### src/rtl/usbf_dma_sched.sv
// ---------------------------------------------------------------------------
// usbf_dma_sched
//   Round-robin scheduler sharing one external DMA channel between the
//   function core's per-endpoint DMA request lines. One endpoint is granted
//   at a time for at most BURST_LEN words. Each word-ack from the channel is
//   forwarded to the core as a registered one-hot pulse on dma_ack_o. A stall
//   timeout frees the channel when it stops responding.
//
//   Optional feature macro: USBF_DMA_SCHED_PRIO_EN
//     defined   : endpoints in prio_mask_i that are requesting win arbitration
//                 over all others (round-robin within that set)
//     undefined : prio_mask_i is ignored, plain round-robin over dma_req_i
//
// Ports
//   clk_i        system clock
//   rst_i        synchronous active-high reset
//   en_i         scheduler enable; low blocks new grants only
//   dma_req_i    per-endpoint level requests from the core
//   dma_ack_o    one-hot, one-cycle word-ack pulses to the core
//   prio_mask_i  high-priority endpoint set (priority build only)
//   ch_req_o     request to the DMA channel
//   ch_ep_o      endpoint index of the current grant
//   ch_gnt_i     channel accepted the request
//   ch_ack_i     channel moved one word (one-cycle pulse)
//   busy_o       scheduler not idle (debug view of the FSM)
//   to_err_o     one-cycle pulse on stall timeout
//   to_ep_o      endpoint of the last timeout, held until the next one
//
// Channel handshake: ch_req_o is a level held from arbitration until
// release. ch_gnt_i is honoured only while waiting for the grant (REQ);
// ch_ack_i is honoured only after the grant (XFER), one word per cycle it is
// high. Both are ignored in any other state.
// ---------------------------------------------------------------------------
module usbf_dma_sched #(
  parameter int unsigned NUM_EP    = 16,
  parameter int unsigned BURST_LEN = 4,
  parameter int unsigned TO_CYCLES = 255
) (
  input  logic        clk_i,
  input  logic        rst_i,
  input  logic        en_i,
  input  logic [15:0] dma_req_i,
  output logic [15:0] dma_ack_o,
  input  logic [15:0] prio_mask_i,
  output logic        ch_req_o,
  output logic [3:0]  ch_ep_o,
  input  logic        ch_gnt_i,
  input  logic        ch_ack_i,
  output logic        busy_o,
  output logic        to_err_o,
  output logic [3:0]  to_ep_o
);

  typedef enum logic [1:0] {
    S_IDLE = 2'd0,
    S_REQ  = 2'd1,
    S_XFER = 2'd2,
    S_REL  = 2'd3
  } state_t;

  localparam logic [15:0] EP_MASK = (NUM_EP >= 16) ? 16'hFFFF
                                                   : 16'((32'd1 << NUM_EP) - 32'd1);
  localparam logic [7:0]  BURST_W = 8'(BURST_LEN);
  localparam logic [7:0]  TO_W    = 8'(TO_CYCLES);
  localparam logic [3:0]  LAST_EP = 4'(NUM_EP - 1);
  localparam logic [4:0]  NUM_W   = 5'(NUM_EP);

  state_t      state;
  logic [3:0]  ptr;
  logic [3:0]  cur_ep;
  logic [7:0]  wcnt;
  logic [7:0]  tcnt;

  logic [15:0] req_v;
  logic [15:0] cand;
  logic        pick_vld;
  logic [3:0]  pick_ep;
  logic [4:0]  idx;
  logic [7:0]  wcnt_inc;
  logic [7:0]  tcnt_inc;
  logic        cur_req;
  logic        stall_to;

  // Requests from endpoints beyond NUM_EP never take part in arbitration.
  assign req_v = dma_req_i & EP_MASK;

`ifdef USBF_DMA_SCHED_PRIO_EN
  logic [15:0] hi_v;
  assign hi_v = req_v & prio_mask_i;
  assign cand = (|hi_v) ? hi_v : req_v;
`else
  logic unused_prio;
  assign unused_prio = ^prio_mask_i;
  assign cand        = req_v;
`endif

  // First candidate at or after ptr, wrapping at NUM_EP.
  always_comb begin
    pick_vld = 1'b0;
    pick_ep  = 4'd0;
    idx      = 5'd0;
    for (int i = 0; i < NUM_EP; i++) begin
      idx = 5'(ptr) + 5'(i);
      if (idx >= NUM_W) idx = idx - NUM_W;
      if (!pick_vld && cand[idx[3:0]]) begin
        pick_vld = 1'b1;
        pick_ep  = idx[3:0];
      end
    end
  end

  assign cur_req  = dma_req_i[cur_ep];
  // Both counters saturate instead of wrapping.
  assign wcnt_inc = (wcnt == 8'hFF) ? wcnt : wcnt + 8'd1;
  assign tcnt_inc = (tcnt == 8'hFF) ? tcnt : tcnt + 8'd1;
  assign stall_to = (TO_CYCLES != 0) && (tcnt_inc == TO_W);

  always_ff @(posedge clk_i) begin
    if (rst_i) begin
      state     <= S_IDLE;
      ptr       <= 4'd0;
      cur_ep    <= 4'd0;
      wcnt      <= 8'd0;
      tcnt      <= 8'd0;
      dma_ack_o <= 16'd0;
      ch_req_o  <= 1'b0;
      ch_ep_o   <= 4'd0;
      busy_o    <= 1'b0;
      to_err_o  <= 1'b0;
      to_ep_o   <= 4'd0;
    end else begin
      dma_ack_o <= 16'd0;
      to_err_o  <= 1'b0;
      case (state)
        S_IDLE: begin
          if (en_i && pick_vld) begin
            cur_ep   <= pick_ep;
            ch_ep_o  <= pick_ep;
            ch_req_o <= 1'b1;
            wcnt     <= 8'd0;
            tcnt     <= 8'd0;
            busy_o   <= 1'b1;
            state    <= S_REQ;
          end
        end
        S_REQ: begin
          if (ch_gnt_i) begin
            wcnt  <= 8'd0;
            tcnt  <= 8'd0;
            state <= S_XFER;
          end else if (!cur_req) begin
            ch_req_o <= 1'b0;
            state    <= S_REL;
          end else if (stall_to) begin
            to_err_o <= 1'b1;
            to_ep_o  <= cur_ep;
            ch_req_o <= 1'b0;
            state    <= S_REL;
          end else begin
            tcnt <= tcnt_inc;
          end
        end
        S_XFER: begin
          if (ch_ack_i) begin
            // The word is always forwarded, even when the core drops its
            // request in the same cycle.
            dma_ack_o <= 16'h0001 << cur_ep;
            wcnt      <= wcnt_inc;
            tcnt      <= 8'd0;
            if (wcnt_inc == BURST_W || !cur_req) begin
              ch_req_o <= 1'b0;
              state    <= S_REL;
            end
          end else if (!cur_req) begin
            ch_req_o <= 1'b0;
            state    <= S_REL;
          end else if (stall_to) begin
            to_err_o <= 1'b1;
            to_ep_o  <= cur_ep;
            ch_req_o <= 1'b0;
            state    <= S_REL;
          end else begin
            tcnt <= tcnt_inc;
          end
        end
        S_REL: begin
          ptr    <= (cur_ep == LAST_EP) ? 4'd0 : cur_ep + 4'd1;
          busy_o <= 1'b0;
          state  <= S_IDLE;
        end
        default: begin
          busy_o <= 1'b0;
          state  <= S_IDLE;
        end
      endcase
    end
  end

endmodule

### config.mk
export PLATFORM = sky130hd
export DESIGN_NAME = usbf_dma_sched
export DESIGN_NICKNAME = d
export VERILOG_FILES = /design/src/rtl/usbf_dma_sched.sv
export SDC_FILE = /design/constraint.sdc
export NUM_CORES = 1
export LEC_CHECK = 0
export ABC_CLOCK_PERIOD_IN_PS = 3700
export CAP_MARGIN = 20
export CORE_UTILIZATION = 32
export CTS_CLUSTER_SIZE = 20
export DETAILED_ROUTE_END_ITERATION = 10
export SLEW_MARGIN = 20
export SYNTH_ARGS = -nofsm -noshare
export SYNTH_HDL_FRONTEND = slang
export SYNTH_SLANG_ARGS = --single-unit
### constraint.sdc
create_clock -name clk_i -period 3.7 [get_ports clk_i]
set_input_delay 0.555 -clock clk_i [delete_from_list [all_inputs] [get_ports clk_i]]
set_output_delay 0.555 -clock clk_i [all_outputs]
set_load 0.02 [all_outputs]
After elaboration in Yosys (flattened, before gate mapping):

Index checks and enable logic that the tools add are counted.
W data, S select, Z words.

* reduce and logical (&&, ||, !) cells: 45
* multiply operators: 0
* multiplexer cells: 119
* div/mod/pow operators: 0
* shift operators: 1
* magnitude comparators: 33
* bitwise operators: 2
* add/subtract/negate cells: 34
* equal/unequal tests: 14

Operators with widths (count)
* $mux W4: 37
* $lt A4 B5 Y1 const B: 17
* $ge A5 B5 Y1 const B: 15
* $mux W8: 9
* $bmux W1 S4: 17
* $sub A4 B1 Y4 const B: 16
* $pmux W8 S3: 2
* $mux W1: 43
* $add A4 B4 Y5 const B: 8
* $eq A8 B8 Y1 const B: 3
* $add A4 B3 Y5 const B: 4
* $add A8 B1 Y8 const B: 2
* $logic_and A1 B1 Y1: 16
* $logic_not A1 Y1: 16
* $shl A1 B4 Y16 const A: 1
* $mux W2: 6
* $add A4 B2 Y5 const B: 2
* $ne A2 B2 Y1 const B: 5
* $eq A8 B3 Y1 const B: 1
* $pmux W2 S4: 1
* $pmux W4 S2: 1
* $reduce_and A2 Y1: 4
* $reduce_and A4 Y1: 2
* $add A4 B1 Y5 const B: 1
* 15 further kinds: 19

* input bits: 37
* flip-flop bits (word level): 49
* latch bits: 0
* bits in writable memories: 0
* ROM bits: 0
* word-level logic and storage cells: 258
* memories kept: 0
* output and inout port bits: 27

Longest topological paths before layout:

Gate-level depths: netlist of run 1.

* depth after elaboration: 53
* gate-level depth with buffers: 18

Worst setup path after synthesis of run 1:

OpenSTA, ideal clock, no wires.

* path kind: register to register
* from: reg ptr[0]
* to: reg cur_ep[1]
* arrival: 3.731 ns
* period minus slack after synthesis: 3.819 ns
* slack: -0.119 ns
* setup time: 0.087 ns
* data required time: 3.613 ns
* stages on the path, launching flop included: 15
* path through: dfxtp_1 -> buf_6 -> buf_8 -> inv_1 -> buf_2 -> ha_1 -> buf_6 -> buf_6 -> mux4_2 -> mux4_2 -> or4_1 -> o41a_1 -> a311o_1 -> a311o_1 -> o31ai_1

* longest elaborated chain between the ends: 52
* elaborated cells between the ends (all ways): 159

Ends and longest elaborated chain
* start: declaration: line 69 `logic [3:0] ptr;`
* start signal: assignment: line 187 `ptr <= (cur_ep == LAST_EP) ? 4'd0 : cur_ep + 4'd1;`
* parallel branches: the longest is 52 deep, another holds $add A4 B1 Y5
* end signal: assignment: line 137 `cur_ep <= pick_ep;`
* end: declaration: line 70 `logic [3:0] cur_ep;`

Parallel ways; which one is timed is not known. The select of a mux whose other input is x is not followed.
A chain may end at the register's enable or synchronous reset.

Worst setup path in the final report of run 1:

* from: in dma_req_i[2]
* to: reg cur_ep[1]

* longest elaborated chain between the ends: 50
* elaborated cells between the ends (all ways): 96

Ends and longest elaborated chain
* start: declaration: line 42 `input logic [15:0] dma_req_i,`
* $bmux W1 S4: line 105 `if (!pick_vld && cand[idx[3:0]]) begin`
* $mux W1 (implied by the code): line 105
* $mux W1: line 105
* $logic_not A1 Y1: line 105
* $logic_and A1 B1 Y1: line 105
* $mux W1: line 105
* $logic_not A1 Y1: line 105
* $logic_and A1 B1 Y1: line 105
* [... 34 more ...]
* $logic_not A1 Y1: line 105
* $logic_and A1 B1 Y1: line 105
* $mux W1: line 105
* $logic_not A1 Y1: line 105
* $logic_and A1 B1 Y1: line 105
* $mux W1: line 105
* $logic_and A1 B1 Y1: line 136 `if (en_i && pick_vld) begin`
* $reduce_and A2 Y1 (no line)

Several ways; a longest one is shown, not always the timed one. The select of a mux whose other input is x is not followed.

==> results of run 1 <==
where the power goes:
group | total, W | internal [W] | leakage (nW) | switching (W)
logic | 0.00103 | 0.000465 | 1.89 | 0.000562
registers | 0.000628 | 0.000566 | 0.397 | 0.0000616
clock network | 0.000449 | 0.000252 | 0.0712 | 0.000197
area by class of cell:
type	count	share of cell area
Clock buffer	6	0.0196
Clock inverter	2	0.00209
Inverter	18	0.0103
Multi-Input combinational cell	487	0.598
Sequential cell	49	0.149
Tap cell	211	0.0401
Timing Repair Buffer	136	0.181
cells by family after synthesis:
logic type	Yosys count
buf+inv	48
xor+xnor	14
mux	86
simple gates	208
fa+ha+maj	19
flops	49
compound gates	160
path summary, 6_finish.rpt:
| check | startpoint | to | slack [ns] |
|---|---|---|---|
| min | ch_req_o | ch_req_o | 0.48 |
| max reg2reg | ptr[1] | cur_ep[1] | 0.21 |
| max | dma_req_i[2] | cur_ep[1] | 0.15 |
| min reg2reg | ch_req_o | ch_req_o | 0.48 |
per-stage QoR:
stage               TNS (ns)  instance area (um2)
floorplan                  0                 5130
global placement      -0.958                 6400
detailed placement     -1.67                 6400
CTS                        0                 6550
global route               0                 6580
finish                     0                 6580
Yosys cell counts, drive strengths merged, types with 6 or more instances:
master	count	area [um2]
mux4	32	736
o21ai	39	195
xnor2	10	110
buf	14	118
nand4	10	62.6
ha	19	238
mux2i	30	317
o211ai	6	45.0
nor2b	8	50.1
or3	6	37.5
inv	18	67.6
a211oi	15	118
clkbuf	16	60.1
and2	14	87.6
nor3	9	45.0
a22oi	7	52.6
nand2	55	206
mux2	24	270
nand2b	10	62.6
dfxtp	49	981
a21oi	36	195
nor2	38	150
and3	16	100
nand3	17	85.1
a21o	6	45.0
per-layer routing:
metal | vias up | routed length, um
met1 | 2481 | 7550
li1 | 2470 | -
met2 | 187 | 7560
met4 | 0 | 283
met5 | - | 0
met3 | 23 | 831
state kept, by name (all words and copies together) (netlist names):
| name | cells |
|---|---|
| wcnt | 8 |
| state | 2 |
| ptr | 4 |
| cur_ep | 4 |
| to_err_o | 1 |
| to_ep_o | 4 |
| tcnt | 8 |
| ch_req_o | 1 |
| busy_o | 1 |
| dma_ack_o | 16 |
worst min-delay path: stages, from the launching register on:
cell	delay, ns
dfxtp_1	0.31
o21ai_0	0.07
a21oi_1	0.06
what timing repair did:
item | in CTS | in global routing
resized for setup | 1 | 6
setup endpoints to repair | 1 | 5
hold buffers | 0 | 0
pin swaps | 0 | 1
==> impl_metrics.ini, run 1 <==
[outcome]
status = completed

[final_layout]
final_common_cell = buf_4
final_core_util = 0.427
multi_input_area_um2 = 3940
drive_gt1_frac = 0.239
n_antenna_cell = 0
regArea_um2 = 983
final_cell_mix = buf_4, nand2_1, dfxtp_1, clkdlybuf4s50_1, nor2_1
syn2layout_area_growth_pct = 28.5
layout.nets = 753
nFillCells = 1520
stdcell_count = 909

[synthesis]
post_synth_and_or_nand_nor_area_fraction = 0.215
ys_seq_elements = 49
synthFlopType = dfxtp_1
synth_area_um2 = 5120
muxShareOfSynthArea = 0.258
synth.distinct_cells = 84
synth_edf_count = 0
synth_top_family_by_area = multiplexers
synth_xor_xnor_area_share = 0.0283
ys_seq_area_frac = 0.192
syn_nets = 640
synthAdderAreaFrac = 0.0464
synth_area_per_cell_um2 = 8.77
ys_warn_count = 0
synth-compound-area-share = 0.212
async_flop_share = 0
synthCells = 584

[grt]
first_global_vias = 4971
use_met1 = 0.273
grt_overflow_total = 0
antenna_found_initial = 0
grt_pass1_wl_um = 25800
grt-busiest-layer = met2
use_met3 = 0.0183
grt_usage = 0.197
grt_util_met2 = 0.331
grt_start_max_net_pins = 33

[timing]
fin_ws_ns = 0.155
fmax_mhz = 282
fin_crit_sh = 0.958
rsz0062_at_grt = false
hold_ws_ns = 0.479
period_minus_slack_ns = 3.55
skew_ns = 0.00750
relSlewSlack = 0.441
finalSetupViolations = 0
hold_viol_final = 0
worst_pin_slew_ns = 0.817
drv_slew = 0

[floorplan]
core_area_um2 = 15400
io-pin-count = 64
std_cell_rows = 45
dieWidth_um = 129
chipHeight_um = 129
initial_core_util = 0.332
dieArea_um2 = 16500

[critical_path]
critPathMostFrequentCell = a311o_1
path_class = in2reg
worstPathMaxFanout = 6
crit_required_ns = 3.90
cp_num_buf_inv = 2
slowest_stage = mux4_1
cp_slowest_stage_delay_ns = 0.67
crit_chain = clkdlybuf4s50_1, buf_4, mux4_2, mux4_1, or4_1, o41a_1, a311o_1, a311o_1, o31ai_1
end_kind = register
cp.arrival_ns = 3.75
cp-start-kind = primary input
crit_family = multiplexers
worst_r2r_path_depth = 11
crit_cells = 9

[clock_network]
cts_tree = done
cts_root_buf = clkbuf_16
cts-buffers-inserted = 5
clock-sinks = 49
clkTransAtPathRegs_ns = 0.07
clkLatencyLatePin_ns = 0.29
h-tree-depth = 2
post_cts_buffers = 0
cts_max_path_buffers = 2

[placement]
port_buffers = 47
dp_slack_ns = -0.242
dp_cells = 901
place_hpwl_um = 12800
place_congestion = 0.914

[detailed_routing]
ant_nets = 0
dr_total_vias = 5161
dr.pass1.iters = 5
drt_iter0_drc = 473
wl_um = 16200
drc = 0
routedWlPerCell_um = 17.9
vias_per_cell = 5.68

[power]
p_per_area_nw_per_um2 = 320
power_w = 0.00210
ir_drop_v = 0.000173
power.leakage_nw = 2.36

[run]
maxCapViolations = 0

[min_path]
hold_class = reg2reg
min_path_cells = 2
Power figures use the tool's default switching activity.
==> run 2, diff against run 1 <==
- CORE_UTILIZATION: 32 -> 25
==> run 2 against run 1 <==
Effect of this change:
- largest cell class unchanged
- die area increased by 28%
- cell count is 7.2% higher
- global-route usage is 4.5 points lower
- clock power grew 4%
- wire length up 0.33%
- utilization is 8.7 points lower
- sequential share of layout area decreased by 0.31 points
- clock skew is 0.0028 ns lower
- count of clock-buffer cells in the layout decreased by 1
==> impl_metrics.ini, run 2 (synthesis gave the netlist of run 1 again) <==
[final_layout]
nFillCells = 2079
final_core_util = 0.339
multi_input_area_um2 = 3930
reg.largest.list = dma_ack_o x16, tcnt x8, wcnt x8
stdcell_count = 974
largest_register_ffs = 16
drive_gt1_frac = 0.251
final_common_cell = buf_4
final_cell_mix = buf_4, nand2_1, dfxtp_1
regArea_um2 = 982
n_antenna_cell = 0
syn2layout_area_growth_pct = 31.0
layout.nets = 764
top_register = dma_ack_o

[critical_path]
startpoint = ptr[0]
cp.arrival_ns = 3.74
r2r-end = cur_ep[1]
reg2reg_from = ptr[0]
crit_required_ns = 3.91
worst_r2r_path_depth = 10
path_class = reg2reg
cp-start-kind = register
worstPathMaxFanout = 32
end_kind = register
reg2reg_slack_ns = 0.17

[clock_network]
cts_tree = done
h-tree-depth = 2
clock-sinks = 49
clkTransAtPathRegs_ns = 0.07
holdBufCountCts = 0
cts_max_path_buffers = 2
cts-buffers-inserted = 5
clkLatencyLatePin_ns = 0.29
cts_root_buf = clkbuf_16

[placement]
port_buffers = 47
dp_cells = 966
place_hpwl_um = 12600
place_congestion = 0.913

[timing]
fmax_mhz = 283
rsz0062_at_grt = false
hold_ws_ns = 0.470
fin_setup_tns_ns = 0
relSlewSlack = 0.438
worst_pin_slew_ns = 0.833
finalSetupViolations = 0
fin_crit_sh = 0.954
skew_ns = 0.00472
hold_viol_final = 0
drv_slew = 0
period_minus_slack_ns = 3.53

[grt]
grt_pass1_wl_um = 26400
grt_overflow_total = 0
grt_usage = 0.152
antenna_found_initial = 0
first_global_vias = 4889
grt_start_max_net_pins = 37

[power]
power.leakage_nw = 2.41
ir_drop_v = 0.000269
p_per_area_nw_per_um2 = 314

[detailed_routing]
drt_iter0_drc = 409
ant_nets = 0
drc = 0
wl_um = 16300
vias_per_cell = 5.33
routedWlPerCell_um = 16.7
dr.pass1.iters = 5
dr_total_vias = 5196

[run]
maxCapViolations = 0

[floorplan]
initial_core_util = 0.259
std_cell_rows = 51
io-pin-count = 64
core_area_um2 = 19800
dieWidth_um = 145
chipHeight_um = 145
dieArea_um2 = 21100

[outcome]
status = completed

[min_path]
hold_class = reg2reg
worstHoldStart = tcnt[5]
hold_end = tcnt[5]
min_path_cells = 2
run 2: layout make-up:
cell class                 instances  share of cell area
clock buffer                       5              0.0186
clock inverter                     3             0.00373
inverter                          18              0.0101
multi-input combinational        487               0.585
sequential                        49               0.146
tap                              265              0.0494
timing repair buffer             147               0.186
run 2: worst max-delay path, cell delays in order (launching register included):
cell and delay (ns):
dfxtp_2 0.34, buf_4 0.37, ha_1 0.36, xnor2_2 0.19, buf_4 0.20, mux4_2 0.56
or4_1 0.48, o41a_1 0.15, a311o_1 0.36, a311o_1 0.34, o31ai_1 0.07
run 2: report_power, final:
| part | internal [W] | switching (W) | leakage, nW |
|---|---|---|---|
| logic | 0.000454 | 0.000558 | 1.95 |
| registers | 0.000566 | 0.0000593 | 0.397 |
| clock network | 0.000254 | 0.000212 | 0.0704 |
| total | 0.00127 | 0.000830 | 2.41 |
run 2: layer usage:
metal,routed length (um),vias up,part of all wire,track usage
met5,0,-,0,0
met4,155,0,0.0095,0.0232
met3,844,18,0.052,0.0198
met2,7450,173,0.46,0.251
met1,7830,2499,0.48,0.214
li1,-,2506,-,-
run 2: timing repair:
action	4_1_cts	5_1_grt
resized for setup	0	6
buffers inserted	0	0
endpoints found under the hold margin	0	0
endpoints found under the setup margin	0	16
run 2: metrics by stage:
step | worst slack (ns) | power, W | cell area, um2
floorplan | 0.0127 | 0.00125 | 5130
global placement | -0.134 | 0.00162 | 6520
detailed placement | -0.155 | 0.00163 | 6520
CTS | 0.0263 | 0.00210 | 6670
global route | 0.0310 | 0.00224 | 6710
finish | 0.171 | 0.00210 | 6710
run 2: how the worst max path moves through the flow:
stage                     cells after the start        end  slack, ns
final                                        10  cur_ep[1]       0.17
after global routing                         13  cur_ep[3]       0.03
after CTS                                    12    tcnt[4]       0.03
after detailed placement                     11    tcnt[7]      -0.16
after global placement                       11    tcnt[4]      -0.13
after floorplan                              14  cur_ep[1]       0.01
==> run 3, diff against run 2 <==
- CTS_CLUSTER_DIAMETER: default -> 30
- GPL_ROUTABILITY_DRIVEN: default -> 0
- PLACE_DENSITY: default -> 0.42
==> run 3 against run 2 <==
Effect of this change:
- clock power grew 2%
- combinational power grew 5%
- flip-flop and latch count is the same
- via count shrank 0.27%
- critical path type unchanged
- largest cell class unchanged
- largest power group unchanged
==> impl_metrics.ini, run 3 (synthesis gave the netlist of run 1 again) <==
[power]
p_clk_frac = 0.221
switching_share = 0.393
ir_drop_v = 0.000204
pwr-share-comb = 0.492
p_per_area_nw_per_um2 = 316
power.leakage_nw = 2.50
p_seq_frac = 0.286
p_int_w = 0.00131
switching_power_w = 0.000846

[clock_network]
h-tree-depth = 2
clkLatencyLatePin_ns = 0.29
clkTransAtPathRegs_ns = 0.07
clock-sinks = 49
holdBufCountCts = 0
cts_tree = done
cts_max_path_buffers = 2
cts_root_buf = clkbuf_16
cts-buffers-inserted = 5

[final_layout]
n_antenna_cell = 0
stdcell_count = 989
layout.nets = 779
final_common_cell = buf_4
top_register = dma_ack_o
syn2layout_area_growth_pct = 33.1
final_cell_mix = buf_4, nand2_1, dfxtp_1
final_core_util = 0.344
drive_gt1_frac = 0.268
nFillCells = 2078
final_area_um2 = 6810
reg.largest.list = dma_ack_o x16, tcnt x8, wcnt x8
largest_register_ffs = 16
regArea_um2 = 983
multi_input_area_um2 = 3920

[critical_path]
end_kind = register
crit_required_ns = 3.91
path_class = reg2reg
cp.arrival_ns = 3.80
reg2reg_slack_ns = 0.11
worstPathMaxFanout = 7
cp-start-kind = register

[timing]
relSlewSlack = 0.458
fin_setup_tns_ns = 0
period_minus_slack_ns = 3.59
finalSetupViolations = 0
fmax_mhz = 279
fin_crit_sh = 0.969
worst_pin_slew_ns = 0.811
skew_ns = 0.00284
hold_ws_ns = 0.475
drv_slew = 0
hold_viol_final = 0

[grt]
grt_start_max_net_pins = 33
grt_usage = 0.167
first_global_vias = 5183
grt_pass1_wl_um = 28300
grt_overflow_total = 0
antenna_found_initial = 0

[detailed_routing]
dr_total_vias = 5182
dr.pass1.iters = 4
routedWlPerCell_um = 17.9
ant_nets = 0
drt_iter0_drc = 284
wl_um = 17700
vias_per_cell = 5.24
drc = 0

[floorplan]
dieWidth_um = 145
dieArea_um2 = 21100
core_area_um2 = 19800
std_cell_rows = 51
initial_core_util = 0.259
io-pin-count = 64
chipHeight_um = 145

[placement]
dpl-instance-area_um2 = 6580
dp_cells = 975
port_buffers = 47
place_hpwl_um = 14100

[min_path]
hold_class = reg2reg

[run]
maxCapViolations = 0

[outcome]
status = completed
-- run 3: final timing paths --
kind | start | to | depth (start not counted)
worst max-delay path | ptr[0] | cur_ep[1] | 11
worst min-delay path | tcnt[5] | tcnt[5] | 2
worst max register to register | ptr[0] | cur_ep[1] | 11
worst min register to register | tcnt[5] | tcnt[5] | 2
-- run 3: what timing repair did --
item | CTS | global route
resized for setup | 2 | 10
endpoints found under the setup margin | 24 | 18
pin swaps | 0 | 5
buffers inserted | 0 | 6
-- run 3: metrics by stage --
stage / setup WS (ns) / total power [W]
after global placement: -0.172 / 0.00166
after CTS: 0.0219 / 0.00216
final: 0.113 / 0.00215
after detailed placement: -0.233 / 0.00167
after global routing: -0.00253 / 0.00230
after floorplan: 0.0127 / 0.00125
-- run 3: power by group through the flow --
stage               Clock, W  Combinational [W]  Sequential [W]
floorplan                  0           0.000621        0.000625
global placement           0            0.00103        0.000629
detailed placement         0            0.00104        0.000631
CTS                 0.000492            0.00105        0.000619
global route        0.000513            0.00116        0.000625
finish              0.000476            0.00106        0.000617
-- run 3: critical path, stage by stage (launching register included) --
cell and delay [ns]:
dfxtp_2 0.35, inv_2 0.06, ha_4 0.31, buf_12 0.13, buf_4 0.13, mux4_2 0.55
mux4_2 0.56, or4_4 0.50, o41a_1 0.14, a311o_1 0.29, a311o_1 0.40, o31ai_1 0.07
-- run 3: per-layer routing --
metal	vias up	routed length, um	track usage
met2	124	8250	0.275
met3	28	567	0.0138
met1	2496	8390	0.228
met5	-	0	0
met4	0	454	0.0584
li1	2534	-	-
-- run 3: cell type report --
cell class,count,share of cell area
Timing Repair Buffer,162,0.199
Clock inverter,3,0.00422
Multi-Input combinational cell,487,0.575
Clock buffer,5,0.0184
Tap cell,265,0.0487
Inverter,18,0.00992
Sequential cell,49,0.144
